`config.mk`:
```
export PLATFORM = sky130hd
export DESIGN_NAME = uart_mem_reader
export DESIGN_NICKNAME = d
export VERILOG_FILES = /design/src/rtl/uart_mem_pkg.sv /design/src/rtl/uart_mem_byte_unpacker.sv /design/src/rtl/uart_mem_reader.sv
export SDC_FILE = /design/constraint.sdc
export NUM_CORES = 1
export LEC_CHECK = 0
export CAP_MARGIN = 10
export CORE_UTILIZATION = 46
export DETAILED_ROUTE_END_ITERATION = 12
export PLACE_DENSITY_LB_ADDON = 0.1
export SLEW_MARGIN = 20
export SYNTH_ARGS = -nofsm -noshare
export SYNTH_HDL_FRONTEND = slang
export SYNTH_SLANG_ARGS = --single-unit
```
`constraint.sdc`:
```
create_clock -name clk -period 3.85 [get_ports clk]
set_input_delay 0.77 -clock clk [delete_from_list [all_inputs] [get_ports clk]]
set_output_delay 0.77 -clock clk [all_outputs]
set_load 0.02 [all_outputs]
```
`src/rtl/uart_mem_pkg.sv`:
```
// Types and constants shared by the UART memory reader and the memory wrapper.
// The CSUM state exists only when UART_MEM_READER_CSUM_EN is defined.
package uart_mem_pkg;
  localparam int MEM_DEPTH_WORDS = 5320;
  localparam int MEM_ADDR_W      = 13;
  localparam int BYTE_LANES      = 4;

  typedef enum logic [2:0] {
    ST_IDLE,
    ST_REQ,
    ST_WAIT_DATA,
    ST_SEND,
`ifdef UART_MEM_READER_CSUM_EN
    ST_CSUM,
`endif
    ST_FIN
  } rd_state_t;
endpackage

```
`src/rtl/uart_mem_byte_unpacker.sv`:
```
// Holds one fetched 32-bit word and presents it little-endian, one byte per
// valid/ready handshake.
module uart_mem_byte_unpacker
  import uart_mem_pkg::*;
(
  input  logic        clk,
  input  logic        reset,
  input  logic        word_load,
  input  logic [31:0] word_in,
  input  logic        byte_en,
  input  logic        byte_ready,
  output logic        byte_valid,
  output logic [7:0]  byte_data,
  output logic        last_lane
);
  localparam int LANE_W = $clog2(BYTE_LANES);

  logic [31:0]       word_q;
  logic [LANE_W-1:0] lane_q;

  always_ff @(posedge clk or posedge reset) begin
    if (reset) begin
      word_q <= '0;
      lane_q <= '0;
    end else if (word_load) begin
      word_q <= word_in;
      lane_q <= '0;
    end else if (byte_en && byte_ready) begin
      lane_q <= lane_q + LANE_W'(1);
    end
  end

  assign byte_valid = byte_en;
  assign byte_data  = byte_en ? word_q[{lane_q, 3'b000} +: 8] : 8'h00;
  assign last_lane  = (lane_q == LANE_W'(BYTE_LANES - 1));
endmodule

```
`src/rtl/uart_mem_reader.sv`:
```
// Avalon-MM read master that streams a byte buffer from word memory to UART TX.
// Define UART_MEM_READER_CSUM_EN to append a modulo-256 checksum byte.
//
// state     | meaning
// IDLE      | waiting for start
// REQ       | avm_read asserted at pointer, held through waitrequest
// WAIT_DATA | one read outstanding, waiting for readdatavalid
// SEND      | presenting word bytes to UART TX, lane 0 first
// CSUM      | presenting checksum byte (optional build)
// FIN       | one-cycle done pulse
module uart_mem_reader
  import uart_mem_pkg::*;
#(
  parameter int ADDR_W      = MEM_ADDR_W,
  parameter int DEPTH_WORDS = MEM_DEPTH_WORDS,
  parameter int CNT_W       = 15
) (
  input  logic              clk,
  input  logic              reset,
  input  logic              start,
  input  logic [ADDR_W-1:0] base_word_addr,
  input  logic [CNT_W-1:0]  byte_count,
  output logic              busy,
  output logic              done,
  output logic [ADDR_W-1:0] avm_address,
  output logic              avm_read,
  input  logic              avm_waitrequest,
  input  logic [31:0]       avm_readdata,
  input  logic              avm_readdatavalid,
  output logic [7:0]        tx_data,
  output logic              tx_valid,
  input  logic              tx_ready
);
  rd_state_t         state_q, state_d;
  logic [ADDR_W-1:0] ptr_q;
  logic [CNT_W-1:0]  remaining_q;
  logic              word_load, ptr_inc, send_fire, last_lane, byte_valid;
  logic [7:0]        byte_data;

  uart_mem_byte_unpacker u_unpacker (
    .clk        (clk),
    .reset      (reset),
    .word_load  (word_load),
    .word_in    (avm_readdata),
    .byte_en    (state_q == ST_SEND),
    .byte_ready (tx_ready),
    .byte_valid (byte_valid),
    .byte_data  (byte_data),
    .last_lane  (last_lane)
  );

  assign send_fire = byte_valid && tx_ready;

`ifdef UART_MEM_READER_CSUM_EN
  logic [7:0] sum_q;
  localparam rd_state_t ST_LAST = ST_CSUM;

  always_ff @(posedge clk or posedge reset) begin
    if (reset)                         sum_q <= '0;
    else if (state_q == ST_IDLE && start) sum_q <= '0;
    else if (send_fire)                sum_q <= sum_q + byte_data;
  end

  assign tx_valid = byte_valid || (state_q == ST_CSUM);
  assign tx_data  = (state_q == ST_CSUM) ? sum_q : byte_data;
`else
  localparam rd_state_t ST_LAST = ST_FIN;

  assign tx_valid = byte_valid;
  assign tx_data  = byte_data;
`endif

  always_ff @(posedge clk or posedge reset) begin
    if (reset) begin
      state_q     <= ST_IDLE;
      ptr_q       <= '0;
      remaining_q <= '0;
    end else begin
      state_q <= state_d;
      if (state_q == ST_IDLE && start) begin
        ptr_q       <= base_word_addr;
        remaining_q <= byte_count;
      end
      if (send_fire) remaining_q <= remaining_q - CNT_W'(1);
      // Word pointer wraps at the end of the memory, not at 2**ADDR_W.
      if (ptr_inc) ptr_q <= (ptr_q == ADDR_W'(DEPTH_WORDS - 1)) ? '0 : ptr_q + ADDR_W'(1);
    end
  end

  always_comb begin
    state_d   = state_q;
    word_load = 1'b0;
    ptr_inc   = 1'b0;
    avm_read  = 1'b0;
    done      = 1'b0;
    case (state_q)
      ST_IDLE: if (start) state_d = (byte_count == '0) ? ST_LAST : ST_REQ;
      ST_REQ: begin
        avm_read = 1'b1;
        if (!avm_waitrequest) state_d = ST_WAIT_DATA;
      end
      ST_WAIT_DATA: if (avm_readdatavalid) begin
        word_load = 1'b1;
        state_d   = ST_SEND;
      end
      ST_SEND: if (send_fire) begin
        if (remaining_q == CNT_W'(1)) state_d = ST_LAST;
        else if (last_lane) begin
          ptr_inc = 1'b1;
          state_d = ST_REQ;
        end
      end
`ifdef UART_MEM_READER_CSUM_EN
      ST_CSUM: if (tx_ready) state_d = ST_FIN;
`endif
      ST_FIN: begin
        done    = 1'b1;
        state_d = ST_IDLE;
      end
      default: state_d = ST_IDLE;
    endcase
  end

  assign busy        = (state_q != ST_IDLE) && (state_q != ST_FIN);
  assign avm_address = ptr_q;
endmodule
```
# ---- Word-level counts from Yosys, hierarchy flattened
# Index checks and enable logic that the tools add are counted.
dict set report word_totals {
  ff_bits 65
  word_cells 56
  inputBits 66
  output_inout_bits 25
}
dict set report classes {
  n_mux 24
  add_sub_neg 3
  n_reduce_logical 10
  shifts 1
  n_eq_ne 13
}
# operator n
set op_table {}
lappend op_table {{$mux W13} 3}
lappend op_table {{$shiftx A32 B6 Y8} 1}
lappend op_table {{$mux W15} 2}
lappend op_table {{$mux W3} 7}
lappend op_table {{$eq A15 B1 Y1 const B} 1}
lappend op_table {{$logic_not A15 Y1} 1}
lappend op_table {{$sub A15 B1 Y15 const B} 1}
lappend op_table {{$add A13 B1 Y13 const B} 1}
lappend op_table {{$eq A13 B13 Y1 const B} 1}
lappend op_table {{$pmux W3 S4} 1}
lappend op_table {{$mux W1} 8}
lappend op_table {{$mux W8} 1}
lappend op_table {{$ne A2 B2 Y1 const B} 4}
lappend op_table {{$eq A3 B2 Y1 const B} 2}
lappend op_table {{$ne A3 B3 Y1 const B} 2}
lappend op_table {{$reduce_bool A2 Y1} 3}
lappend op_table {{$reduce_and A5 Y1} 1}
lappend op_table {{$mux W2} 2}
lappend op_table {{$eq A3 B1 Y1 const B} 1}
lappend op_table {{$eq A3 B3 Y1 const B} 1}
lappend op_table {{$logic_and A1 B1 Y1} 3}
lappend op_table {{$logic_not A3 Y1} 1}
lappend op_table {{$reduce_bool A3 Y1} 1}
lappend op_table {{$add A2 B1 Y2 const B} 1}
lappend op_table {{$eq A2 B2 Y1 const B} 1}

# ---- Logic depth before layout (Yosys ltp)
# Gate-level depths: netlist of run 1.
dict set report depth {
  ltp_word 6
  depth_mapped 8
  mapped_depth_nobuf 7
}

# ---- Cells and area by module
# A second synthesis of run 1 with hierarchy kept.
dict set report hier_totals {
  hier_cells 345
  area_unflattened_um2 3689.8
}
# module n_inst cells_each area_each_um2 seq_area_each_um2
set modules_own_cells {}
lappend modules_own_cells {uart_mem_reader 1 237 2006.9 775.7}
lappend modules_own_cells {uart_mem_byte_unpacker 1 108 1682.9 850.8}

# ---- Worst setup path after synthesis of run 1
# No wires, ideal clock.
dict set report synth_timing {
  path_type {register -> output}
  start {reg u_unpacker.lane_q[0]}
  end {out tx_data[0]}
  arrival_time_ns 1.599
  setup_slack_ns 1.481
  n_path_buf 1
  stages_incl_launch_ff 4
  required_ns 3.080
  path_cell_list {dfrtp_1 clkbuf_1 mux4_2 and3_1}
}
dict set report synth_between {
  elab_chain_cells 2
}
# element line_no
set synth_lines {}
lappend synth_lines {{start: declaration} uart_mem_byte_unpacker.sv:19} ;# logic [LANE_W-1:0] lane_q;
lappend synth_lines {{start signal: assignment} uart_mem_byte_unpacker.sv:29} ;# lane_q <= lane_q + LANE_W'(1);
lappend synth_lines {{$shiftx A32 B6 Y8} uart_mem_byte_unpacker.sv:34} ;# assign byte_data = byte_en ? word_q[{lane_q, 3'b000} +: 8] : 8'h00;
lappend synth_lines {{$mux W8} uart_mem_byte_unpacker.sv:34}
lappend synth_lines {{end: declaration} uart_mem_reader.sv:30} ;# output logic [7:0] tx_data,
# No other way between the ends.

# ---- Worst setup path in the final report of run 1
dict set report layout_timing {
  start {reg u_unpacker.lane_q[0]}
  end {out tx_data[1]}
}
# Same word-level chain as after synthesis.

==> impl_results.md, run 1 <==
* Met3 Wirelength at 469 um
* Mux cell area share after synthesis at 15.9%
* Netlist cell types at 53
* Maximum level of the CTS H-tree at 3
* Sink Count at 65
* Status: complete, no violations
* Pwr dens at 783 nW/um2
* DR vias at 2942
* Die width at 88.8 um
* Wire per inst at 16.1 um
* Met2 wire len at 3900 um
* Kind of critical path: register to primary output
* # IOs at 91
* DRT Pass-1 Iters at 4
* Worst Slack Setup Final at 677 ps
* Setup violations, final at 0
* Setup crit end kind: primary output
* Sequential cell area fraction in the yosys report at 46.9%
* CP Data Required Time at 3080 ps
* Crit share post-route at 82.4%
* Max Cap Viol at 0
* Port Buffers at 90
* Resized cells post-CTS at 0
* Diode count at 0
* Hold WS at 489 ps
* Warnings, synthesis at 0
* CTS tree: yes
* Pre-CTS WS at 850 ps
* VDD IR max at 0.426 mV
* Number of setup buffers added after CTS at 0
* CP max FO at 11
* Vias in the first global route at 2854
* Post-Place Cells at 502
* Layout area overhead at 36.0%
* Initial antenna violation count at 0
* Worst R2R Setup Slack at 1090 ps
* Full die area at 7890 um2
* Reg clk slew, reported paths at 80 ps
* Minimum clock period at 3170 ps
* M1 wire length at 3920 um
* GP Congestion at 0.845
* Worst Hold Path EP: remaining_q[7]
* Die H at 88.8 um
* Number of buffers inserted during clock tree synthesis at 9
* Hold buffer count at cts at 0
* Clk_lat worst skew at 350 ps
* Design Power at 3.69 mW
* Root Buffer: clkbuf_8
* Hold crit path type: register to register
* RSZ-0062 raised after global routing: no
* R2r worst-path depth at 7
* EDFF count, synth at 0
* Worst-margin pin slew at 828 ps
* Core Rows at 31
* GR Overflow Total at 0
* Final nets at 484
* R2r startpoint: remaining_q[1]
* Post-synth top area share at 46.9%
* Highest metal used: met4
* Largest family of logic cells by synthesized area: simple AND/OR/NAND/NOR gates
* Post-Synth Simple-Gate Area at 18.7%
* Post-synthesis adder-cell area fraction at 1.44%
* Ys async rst share at 100%
* Starting Density at 47.8%
* Nature of the critical path startpoint: register
* Synth area leader: dfrtp_1
* FF+latch count, synth at 65
* Largest net degree at the start of global routing at 66
* Cell area after synthesis at 3470 um2
* Post-Layout Cell Count at 518
* Achievable Freq at 0.315 GHz
* Longest Clk Path Bufs at 2
* Fraction of layout cells with a size suffix above 1 at 17.4%
* Total wire length at 8350 um
* Mapped Nets at 394
* Total leakage power at 1.85 nW
* Worst hold path startpoint: remaining_q[7]
* Critical Path AT at 2400 ps
* R2R Path End: avm_address[11]
* Synth area leaders: dfrtp_1 47%, mux2_2 10%, mux4_2 5.2%, nor2_1 3.2%, and3_1 2.3%
* ANT nets after route at 0
* Vias/cell at 5.68
* Setup TNS at 0 ps
* Avg Cell Area, Syn at 10.7 um2
* Iteration-0 DRC Markers at 153
* Top_reg_cell synth: dfrtp_1
* Post-Synth XOR/XNOR Area at 0.253%
* Mapped Cells at 324
* Core ar. at 7250 um2
* Hpwl dp at 5870 um
* Worst rel slew slack at 44.8%
* Fraction of the mapped netlist area in compound gates at 14.1%
* Slew Viols, Final at 0
* First-pass GRT wire length at 13700 um
* Clk_skew at 10.2 ps
* GRT Util Overall at 23.3%
* Drt drc at 0
* Final hold vios at 0
* Hold path depth at 1
## layer usage
layer | GRT usage (%) | vias to the layer above
li1 | - | 1418
met1 | 31.8 | 1441
met2 | 36.6 | 77
met3 | 6.34 | 6
met4 | 6.60 | 0
met5 | 0 | -
## cell usage in the layout (no fill, tap or decap), types with 2 or more instances in the layout
master           synthesis  routed
dfrtp_1                 65      65
a21oi_1                 11      11
a311oi_1                 5       5
mux4_2                   8       8
o21ai_0                  8       8
inv_1                    8       7
clkinvlp_4               0       2
nor2b_1                  3       3
a31oi_1                  2       2
nor2_1                  30      30
a22oi_1                  2       2
nand2_1                 20      20
or2_2                    2       2
nand3_1                 10      10
buf_4                    1       5
nand3b_1                 2       2
clkbuf_8                 0       9
a211oi_1                 9       9
ha_1                     4       4
o211ai_1                 3       3
mux2_2                  32      32
nand4_1                  3       3
or4_1                    3       3
nor4_1                   8       8
a31o_2                   2       2
o21a_1                   2       2
and3_1                  13      13
nor3_1                  13      12
bufinv_16                0       3
nor3b_1                  2       2
o22ai_1                  6       6
a221o_1                  8       8
clkdlybuf4s50_1          0      90
and4b_1                  2       2
## power by group
| part | leakage (nW) | internal [mW] | switching (mW) |
|---|---|---|---|
| Combinational | 0.960 | 0.909 | 0.699 |
| Clock | 0.115 | 0.430 | 0.280 |
| Sequential | 0.772 | 1.01 | 0.367 |
| Total | 1.85 | 2.35 | 1.35 |
## registers in the layout (all words and copies together), names as in the netlist
| register | flops |
|---|---|
| u_unpacker.lane_q | 2 |
| avm_address | 13 |
| u_unpacker.word_q | 32 |
| remaining_q | 15 |
| state_q | 3 |
## cell families after synthesis
| family | Yosys count |
|---|---|
| flip-flops | 65 |
| AO/OA/AOI/OAI | 67 |
| multiplexers | 41 |
| XOR/XNOR | 1 |
| AND/OR/NAND/NOR | 122 |
| adder cells (fa/ha/maj) | 4 |
| buffers and inverters | 24 |
## worst max path at each step
stage / start / endpoint / slack [ps] / cells after the start
finish: u_unpacker.lane_q[0] / tx_data[1] / 680 / 3
global route: u_unpacker.lane_q[0] / tx_data[2] / 530 / 3
CTS: u_unpacker.lane_q[0] / tx_data[1] / 600 / 3
detailed placement: tx_ready / remaining_q[10] / 850 / 6
global placement: tx_ready / remaining_q[10] / 950 / 6
floorplan: reset / avm_address[0] / 1450 / 1
## through the flow
step                      area (um2)  utilization (%)
after floorplan                 3470                -
after global placement          4480             61.7
after detailed placement        4480             61.7
after CTS                       4720             65.1
after global routing            4720             65.1
final                           4720             65.1
## Yosys cell counts, types with 3 or more instances
| master | instances |
|---|---|
| nor2b_1 | 3 |
| mux4_2 | 8 |
| clkbuf_1 | 13 |
| nand2_1 | 20 |
| o21ai_0 | 8 |
| nor4_1 | 8 |
| nand3_1 | 10 |
| ha_1 | 4 |
| o211ai_1 | 3 |
| or4_1 | 3 |
| a21oi_1 | 11 |
| nand4_1 | 3 |
| mux2_2 | 32 |
| a221o_1 | 8 |
| o22ai_1 | 6 |
| a311oi_1 | 5 |
| and3_1 | 13 |
| inv_1 | 8 |
| nor3_1 | 13 |
| a211oi_1 | 9 |
| dfrtp_1 | 65 |
| nor2_1 | 30 |
## cell type report
class / instances / area (um2)
Clock buffer: 9 / 124
Inverter: 8 / 30.0
Clock inverter: 7 / 119
Timing Repair Buffer: 95 / 938
Multi-Input combinational cell: 235 / 1760
Fill cell: 594 / 2530
Sequential cell: 65 / 1630
Tap cell: 99 / 124
## worst max-delay path, cell delays in order (launching register included)
cell,delay [ps]
dfrtp_1,740
mux4_2,580
and3_1,200
clkdlybuf4s50_1,530
No activity file was read; power rests on OpenSTA's default activity.
==> inputs of run 2 (changes only) <==
==> constraint.sdc (replaced) <==
create_clock -name clk -period 3.2 [get_ports clk]
set_input_delay 0.64 -clock clk [delete_from_list [all_inputs] [get_ports clk]]
set_output_delay 0.64 -clock clk [all_outputs]
set_load 0.02 [all_outputs]
==> impl_results.md, run 2 (synthesis gave the netlist of run 1 again) <==
* DRT Pass-1 Iters at 4 (unchanged)
* Starting Density at 47.8% (unchanged)
* CP peak stage delay at 720 ps (-20 ps)
* CP delay by family, top: flip-flops
* Setup violations, final at 0 (unchanged)
* Achievable Freq at 0.333 GHz
* Largest net degree at the start of global routing at 66 (unchanged)
* Layout area overhead at 36.5%
* Worst-margin pin slew at 725 ps (-104 ps)
* Number of flip-flops in the largest register at 32 (unchanged)
* Minimum clock period at 3000 ps
* Hpwl dp at 5930 um (+1.0%)
* Port Buffers at 90 (unchanged)
* DR vias at 2944 (+0.068%)
* Vias in the first global route at 2768 (-3.0%)
* Final nets at 486 (+0.41%)
* Sink Count at 65 (unchanged)
* Worst path cell trace: mux4_2 -> and3_1 -> clkdlybuf4s50_1
* FF/Latch Area at 1630 um2 (unchanged)
* Commonest non-fill, non-tap cell in the layout: clkdlybuf4s50_1
* Total wire length at 8430 um (+0.85%)
* Clk_lat worst skew at 340 ps (about the same)
* RSZ-0062 raised after global routing: no
* Comb power frac at 44.8% (+1.3 points)
* CTS tree: yes
* Post-Place Cells at 504 (+0.40%)
* Iteration-0 DRC Markers at 201 (+31%)
* Net switching power at 1.62 mW (+20%)
* Setup TNS at 0 ps (unchanged)
* GR Overflow Total at 0 (unchanged)
* Kind of critical path: register to primary output
* Core ar. at 7250 um2 (unchanged)
* Vias/cell at 5.66 (-0.32%)
* Hold crit path type: register to register
* Initial antenna violation count at 0 (unchanged)
* Worst path slowest cell: dfrtp_1
* GP Congestion at 0.831 (-1.6%)
* Worst Path Buf+Inv at 1 (unchanged)
* Reg clk slew, reported paths at 70 ps (about the same)
* Total leakage power at 1.86 nW (+0.54%)
* Internal power at 2.77 mW (+18%)
* Setup crit end kind: primary output
* Worst Slack Setup Final at 199 ps (-478 ps)
* Nature of the critical path startpoint: register
* Finished Cell Area at 4730 um2 (+0.34%)
* Longest Clk Path Bufs at 2 (unchanged)
* Pre-CTS WS at 523 ps (-327 ps)
* Slew Viols, Final at 0 (unchanged)
* Multi-input gate area at 1760 um2 (unchanged)
* Core Rows at 31 (unchanged)
* Fraction of layout cells with a size suffix above 1 at 17.8% (+0.39 points)
* Max Cap Viol at 0 (unchanged)
* Number of setup buffers added after CTS at 0 (unchanged)
* Maximum level of the CTS H-tree at 3 (unchanged)
* Post-Layout Cell Count at 520 (+0.39%)
* Wire per inst at 16.2 um (+0.46%)
* Diode count at 0 (unchanged)
* Full die area at 7890 um2 (unchanged)
* Number of buffers inserted during clock tree synthesis at 9 (unchanged)
* Pwr dens at 927 nW/um2 (+18%)
* CP Data Required Time at 2560 ps (-520 ps)
* Crit share post-route at 93.8%
* ANT nets after route at 0 (unchanged)
* Final hold vios at 0 (unchanged)
* Clk_skew at 12.0 ps (+1.78 ps)
* Status: complete, no violations
* GRT Util Overall at 23.2% (-0.12 points)
* Drt drc at 0 (unchanged)
* Seq pwr share at 37.7% (+0.4 points)
* Clock power frac at 17.5% (-1.7 points)
* Design Power at 4.39 mW (+19%)
* Sw Share at 36.9% (+0.52 points)
* Placed Area at 4520 um2 (+0.89%)
* VDD IR max at 0.535 mV (+26%)
* Die H at 88.8 um (unchanged)
* Largest Register: u_unpacker.word_q
* Critical Path AT at 2360 ps (-40 ps)
* First-pass GRT wire length at 13600 um (-0.40%)
* CP max FO at 11 (unchanged)
* Root Buffer: clkbuf_8
* Fillers at 637 (+7.2%)
* Most frequent cells in the layout: 90 x clkdlybuf4s50_1, 65 x dfrtp_1, 32 x mux2_2, 30 x nor2_1, 20 x nand2_1
* Die width at 88.8 um (unchanged)
* # IOs at 91 (unchanged)
* Hold buffer count at cts at 0 (unchanged)
* Resized cells post-CTS at 0 (unchanged)
* Worst rel slew slack at 51.7% (+6.9 points)
-- run 2: final timing paths --
path | startpoint | endpoint | slack [ps] | depth (start not counted)
min | remaining_q[7] | remaining_q[7] | 500 | 1
max | u_unpacker.lane_q[0] | tx_data[7] | 200 | 3
max in group asynchronous | reset | avm_address[4] | 2220 | 3
min reg2reg | remaining_q[7] | remaining_q[7] | 500 | 1
min in group asynchronous | reset | avm_address[0] | 670 | 3
max reg2reg | remaining_q[1] | avm_address[11] | 640 | 8
-- run 2: power groups by stage --
stage / Sequential, mW / Clock [mW] / Combinational [mW]
2_1_floorplan: 1.56 / 0 / 1.30
3_3_place_gp: 1.65 / 0 / 1.93
3_5_place_dp: 1.67 / 0 / 1.97
4_1_cts: 1.66 / 0.784 / 1.98
5_1_grt: 1.73 / 0.818 / 2.14
6_report: 1.66 / 0.767 / 1.96
-- run 2: metal layers --
| layer | vias to the layer above | GRT usage, % | share of wire [%] |
|---|---|---|---|
| met3 | 5 | 6.25 | 5.7 |
| li1 | 1425 | - | - |
| met4 | 0 | 4.55 | 0.72 |
| met1 | 1428 | 31.9 | 46 |
| met2 | 86 | 37.0 | 47 |
| met5 | - | 0 | 0 |
-- run 2: final cells by class --
class / count / share of cell area (%)
Clock buffer: 9 / 2.62
Clock inverter: 7 / 2.01
Inverter: 8 / 0.634
Multi-Input combinational cell: 235 / 37.1
Sequential cell: 65 / 34.4
Tap cell: 99 / 2.62
Timing Repair Buffer: 97 / 20.7
-- run 2: worst register-to-register path, cell delays in order, from the launching register on --
cell and delay, ps:
dfrtp_1 430, inv_1 100, ha_1 150, or4b_2 630
o41ai_1 560, nor2_1 90, buf_4 200, a211oi_1 210
a311oi_1 70
-- run 2: metrics by stage --
| stage | hold WS (ps) | utilization [%] |
|---|---|---|
| after detailed placement | 488 | 62.3 |
| after global placement | 478 | 62.3 |
| after CTS | 501 | 65.3 |
| after floorplan | 451 | - |
| final | 502 | 65.3 |
| after global routing | 518 | 65.3 |
